File: config.mk
export PLATFORM = sky130hd
export DESIGN_NAME = sram_axi_slave
export DESIGN_NICKNAME = d
export VERILOG_FILES = /design/src/rtl/sram_axi_slave.sv
export SDC_FILE = /design/constraint.sdc
export NUM_CORES = 1
export LEC_CHECK = 0
export BUFFER_PORTS_ARGS = -buffer_cell sky130_fd_sc_hd__buf_2
export CORE_AREA = 3 3 110 112
export CTS_BUF_LIST = sky130_fd_sc_hd__clkbuf_8 sky130_fd_sc_hd__clkbuf_16
export DETAILED_ROUTE_END_ITERATION = 10
export DIE_AREA = 0 0 113 115
export GPL_TIMING_DRIVEN = 1
export PLACE_DENSITY = 0.62
export SETUP_SLACK_MARGIN = 0.02
export SYNTH_ARGS = -nofsm -noshare
export SYNTH_HDL_FRONTEND = slang
export SYNTH_SLANG_ARGS = --single-unit
File: constraint.sdc
create_clock -name clk -period 4.1 [get_ports clk]
set_input_delay 1.23 -clock clk [delete_from_list [all_inputs] [get_ports clk]]
set_output_delay 1.23 -clock clk [all_outputs]
set_load 0.02 [all_outputs]
File: src/rtl/sram_axi_slave.sv
// sram_axi_slave: AXI4 slave (one transaction in flight, INCR bursts up to 16 beats) driving a synchronous single-port SRAM.
// Ports: clk/rst (async active-low), AXI AW/W/B/AR/R channels, SRAM side CS/OE/WEB/A/DI/DO.
module sram_axi_slave #(
  parameter int IDW     = 8,
  parameter int AW_SRAM = 14
) (
  input  logic               clk,
  input  logic               rst,
  input  logic [IDW-1:0]     AWID,
  input  logic [31:0]        AWADDR,
  input  logic [3:0]         AWLEN,
  input  logic [2:0]         AWSIZE,
  input  logic [1:0]         AWBURST,
  input  logic               AWVALID,
  output logic               AWREADY,
  input  logic [31:0]        WDATA,
  input  logic [3:0]         WSTRB,
  input  logic               WLAST,
  input  logic               WVALID,
  output logic               WREADY,
  output logic [IDW-1:0]     BID,
  output logic [1:0]         BRESP,
  output logic               BVALID,
  input  logic               BREADY,
  input  logic [IDW-1:0]     ARID,
  input  logic [31:0]        ARADDR,
  input  logic [3:0]         ARLEN,
  input  logic [2:0]         ARSIZE,
  input  logic [1:0]         ARBURST,
  input  logic               ARVALID,
  output logic               ARREADY,
  output logic [IDW-1:0]     RID,
  output logic [31:0]        RDATA,
  output logic [1:0]         RRESP,
  output logic               RLAST,
  output logic               RVALID,
  input  logic               RREADY,
  output logic               CS,
  output logic               OE,
  output logic [3:0]         WEB,
  output logic [AW_SRAM-1:0] A,
  output logic [31:0]        DI,
  input  logic [31:0]        DO
);
  typedef enum logic [2:0] {IDLE, R_ACC, R_DATA, W_DATA, W_RESP} state_t;
  state_t state, state_nx;
  logic [31:0] addr;
  logic [3:0] len, cnt;
  logic [IDW-1:0] id;
  logic aw_hs, ar_hs, w_hs, r_hs, b_hs;
  logic unused;
  assign unused = ^{AWSIZE, AWBURST, ARSIZE, ARBURST, addr[31:AW_SRAM+2], addr[1:0]};
  assign aw_hs = AWVALID & AWREADY;
  assign ar_hs = ARVALID & ARREADY;
  assign w_hs  = WVALID & WREADY;
  assign r_hs  = RVALID & RREADY;
  assign b_hs  = BVALID & BREADY;
  always_comb begin
    AWREADY = (state == IDLE) & rst;
    ARREADY = AWREADY & ~AWVALID;
    WREADY  = state == W_DATA;
    BVALID  = state == W_RESP;
    RVALID  = state == R_DATA;
    RLAST   = RVALID & (cnt == len);
    RDATA   = DO;
    RID     = id;
    BID     = id;
    RRESP   = 2'b00;
    BRESP   = 2'b00;
    OE      = (state == R_ACC) | (state == R_DATA);
    CS      = OE | w_hs;
    WEB     = w_hs ? ~WSTRB : 4'hF;
    A       = addr[AW_SRAM+1:2];
    DI      = w_hs ? WDATA : '0;
  end
  always_comb begin
    state_nx = state;
    case (state)
      IDLE:    state_nx = aw_hs ? W_DATA : ar_hs ? R_ACC : IDLE;
      R_ACC:   state_nx = R_DATA;
      R_DATA:  state_nx = r_hs ? (RLAST ? IDLE : R_ACC) : R_DATA;
      W_DATA:  state_nx = (w_hs & WLAST) ? W_RESP : W_DATA;
      W_RESP:  state_nx = b_hs ? IDLE : W_RESP;
      default: state_nx = IDLE;
    endcase
  end
  always_ff @(posedge clk or negedge rst) begin
    if (!rst) begin
      state <= IDLE;
      addr  <= '0;
      len   <= '0;
      cnt   <= '0;
      id    <= '0;
    end else begin
      state <= state_nx;
      if (aw_hs) begin
        id   <= AWID;
        addr <= AWADDR;
        len  <= AWLEN;
      end else if (ar_hs) begin
        id   <= ARID;
        addr <= ARADDR;
        len  <= ARLEN;
        cnt  <= '0;
      end
      if (w_hs || (r_hs && !RLAST)) addr <= addr + 32'd4;
      if (r_hs && !RLAST) cnt <= cnt + 4'd1;
    end
  end
endmodule

==> results by stage <==
Cells and area:
- The count of non-filler cells in the finished layout is 589.
- The area growth from synthesis to layout is 31.9%.
- The commonest non-fill, non-tap cell in the layout is sky130_fd_sc_hd__buf_2.
- At the end of the flow, the number of nets in the layout was 621.
- 0 antenna diodes ended up in the layout.
- The area taken by flip-flops and latches is 826 µm².
- The fill cell instance count of the final layout is 1234.
- The share of layout cells above drive strength 1 is 0.430.
- In the layout the commonest cells are sky130_fd_sc_hd__buf_2 (169), sky130_fd_sc_hd__nand2_1 (47), sky130_fd_sc_hd__dfrtp_1 (33), sky130_fd_sc_hd__and2_1 (33), sky130_fd_sc_hd__nand3_1 (21).
- The area of the multi-input gates is 1270 µm².

Pwr:
- The power density over the cells is 644 nW/µm².
- Summed over all cells, the static leakage comes to 1.76 nW.
- The peak supply drop is 0.279 mV.

STA:
- Setup repair after global routing left no endpoint under its margin.
- The achievable clock frequency is 297 MHz.
- The final critical-path required period is 3.37 ns.
- The maximum clock skew at final layout is 0.00382 ns.
- The total count of hold-check failures in the final report came to 0.
- The total setup violations reported at the end of the flow is 0.
- After routing, the total negative slack on setup checks comes to 0 ns.
- The transition time of the tightest slew-check pin is 1.04 ns.
- The post-route clock period utilization is 0.822.
- The count of final max-slew check failures is 0.
- The worst slew margin relative to its limit is 0.298.

CTS:
- The number of buffers added for setup after CTS is 0.
- The number of H-tree levels is 2.
- Gates resized during post-CTS repair numbered 0.
- The number of clock buffers added by TritonCTS is 5.
- The number of buffers between clock root and the deepest sink is 2.
- The later pin in the worst-skew pair is clocked with a latency of 0.27 ns.
- The total number of clock tree sinks is 33.
- TritonCTS built the clock tree.
- Clock-pin slew was measured on the worst setup and hold paths at 0.05 ns.
- The count of hold buffers inserted by post-cts repair is 0.
- The clock root buffer master is sky130_fd_sc_hd__clkbuf_16.

Global routing:
- The number of antenna violations at the first check in global routing is 0.
- Across every metal layer, demand over resource in global routing totals 0.126.
- The wire length of the first global-routing pass is 13.2 mm.
- Entering global routing, the biggest net connects 34 pins.
- The remaining global-route overflow is 0.
- The number of global-route vias before repair is 2515.

Placement:
- At the end of routability-driven placement, the weighted congestion stood at 0.775.
- The cell count after placement is 581.
- The estimated wirelength of the detail-placed design is 7.16 mm.
- The count of buffers added on input and output ports is 169.

Logic synthesis:
- The number of unique standard cell types used by synthesis is 47.
- For this run, the leading register cell type out of synthesis is sky130_fd_sc_hd__dfrtp_1.
- Synthesis produced 321 cells.
- Of the synthesized area, sequential elements account for 0.325.
- The mean instance size in the synthesized netlist is 7.92 µm².
- The count of flip-flops with a built-in enable after synthesis is 0.
- The flop and latch count out of synthesis is 33.
- The mapped cell area is 2540 µm².
- The Yosys step of the flow raised 0 warnings.
- The async set or reset register ratio after synthesis is 1.00.

Detailed routing:
- Detailed routing inserted a total of 2655 vias.
- The number of design rule violations left after detail routing is 0.
- The first-pass detailed-route iteration total is 4.
- The number of design-rule violations left by the first detailed-router iteration is 121.
- Summed over all layers, the routed wires come to 8.82 mm.
- The count of nets left with antenna violations after detail routing is 0.
- In the final routed layout, each cell accounts on average for 15.0 µm.
- The number of vias per cell is 4.51.

Worst setup path:
- At the worst endpoint, the required time is 2.87 ns.
- The depth of the worst register-to-register path is 5.
- The critical path start-end classification is in2out.
- The critical path starts at WVALID.
- STA classifies the critical path startpoint as an input pin.
- The endpoint type of the worst setup path is a primary output.
- The arrival time of the worst setup path is 2.14 ns.
- The end point of the critical path is DI[22].
- The worst register-to-register path ends at addr[14].
- The worst-path maximum fanout is 27.
- The flop-to-flop setup slack is 1.72 ns.
- The startpoint identified for the worst register-to-register timing path is cnt[0].

Floorplanning:
- The area of the core is 11300 µm².
- The number of top-level pins is 284.
- The row count is 39.
- The floorplan die width is 113 µm.
- The die is 115 µm tall.
- The area of the die is 13000 µm².
- The initial core utilization is 0.225.

Run:
- The number of max-cap violations is 0.

Worst hold path:
- In this run the worst hold path is classified as reg2reg.

Outcome:
- The run finished with clean final reports.
## logic make-up (layout without fill, tap and decap cells)
group           count (synthesis)  count (layout)  share of synthesized area
compound gates                 59              59                      0.161
xor+xnor                        6               6                     0.0207
fa+ha+maj                       2               2                    0.00984
buf+inv                        72             194                      0.182
flops                          33              33                      0.325
mux                             3               3                     0.0118
other cells                     1               4                    0.00147
simple gates                  145             145                      0.289
## registers in the layout (all words and copies together), names as in the netlist
register  flops
BID           8
addr         14
cnt           4
len           4
state         3
## worst max-delay path, stage by stage
cell,delay [ns]
sky130_fd_sc_hd__buf_2,0.10
sky130_fd_sc_hd__inv_1,0.06
sky130_fd_sc_hd__nor2_2,0.13
sky130_fd_sc_hd__buf_4,0.23
sky130_fd_sc_hd__and2_1,0.21
sky130_fd_sc_hd__buf_2,0.19
## final cells by class
type                       instances  area share
clock inverter                     3     0.00410
clock buffer                       5      0.0373
inverter                           9      0.0104
multi-input combinational        219       0.379
tap                              143      0.0533
timing repair buffer             177       0.270
sequential                        33       0.246
## how the worst min path moves through the flow
stage / endpoint / slack [ns] / cells past startpoint / from
floorplan: cnt[2] / 0.50 / 1 / cnt[2]
global placement: addr[15] / 0.52 / 2 / addr[15]
detailed placement: addr[15] / 0.53 / 2 / addr[15]
CTS: addr[15] / 0.54 / 2 / addr[15]
global route: cnt[2] / 0.57 / 1 / cnt[2]
finish: addr[15] / 0.54 / 2 / addr[15]
## cell usage after synthesis, drive strengths merged, types with 2 or more instances
library cell | instances | area [µm²]
a31oi | 13 | 81.3
a222oi | 3 | 30.0
clkbuf | 11 | 41.3
nor2 | 22 | 82.6
a21oi | 6 | 30.0
or2 | 2 | 12.5
nand3 | 21 | 105
xnor2 | 5 | 43.8
nand3b | 3 | 22.5
o21a | 2 | 15.0
a32o | 2 | 20.0
mux2i | 3 | 30.0
a21o | 2 | 15.0
dfrtp | 33 | 826
inv | 8 | 30.0
and3 | 5 | 31.3
and2 | 33 | 206
or3 | 4 | 25.0
o21ai | 14 | 70.1
a22oi | 7 | 52.6
nand2 | 47 | 176
buf | 52 | 387
ha | 2 | 25.0
nor3b | 3 | 27.5
## per-layer routing
layer,wire length (µm),global-route usage
met1,3970,0.182
met2,4050,0.197
met3,773,0.0305
met4,21,0.0168
met5,0,0
## power by group
part           internal, mW  switching (mW)  total [mW]
Clock                 0.220           0.131       0.351
Combinational         0.434           0.735        1.17
Sequential            0.477           0.163       0.640
Total                  1.13            1.03        2.16
## metrics by stage
step,power (mW),util,hold WS [ns],cell area [µm²],worst slack (ns)
final,2.16,0.296,0.539,3360,0.729
after global routing,2.34,0.296,0.575,3360,0.674
after CTS,2.19,0.296,0.541,3360,0.731
after detailed placement,1.83,0.284,0.533,3220,0.737
after global placement,1.80,0.284,0.520,3220,0.724
after floorplan,1.51,-,0.498,2550,0.677
Power figures use the tool's default switching activity.
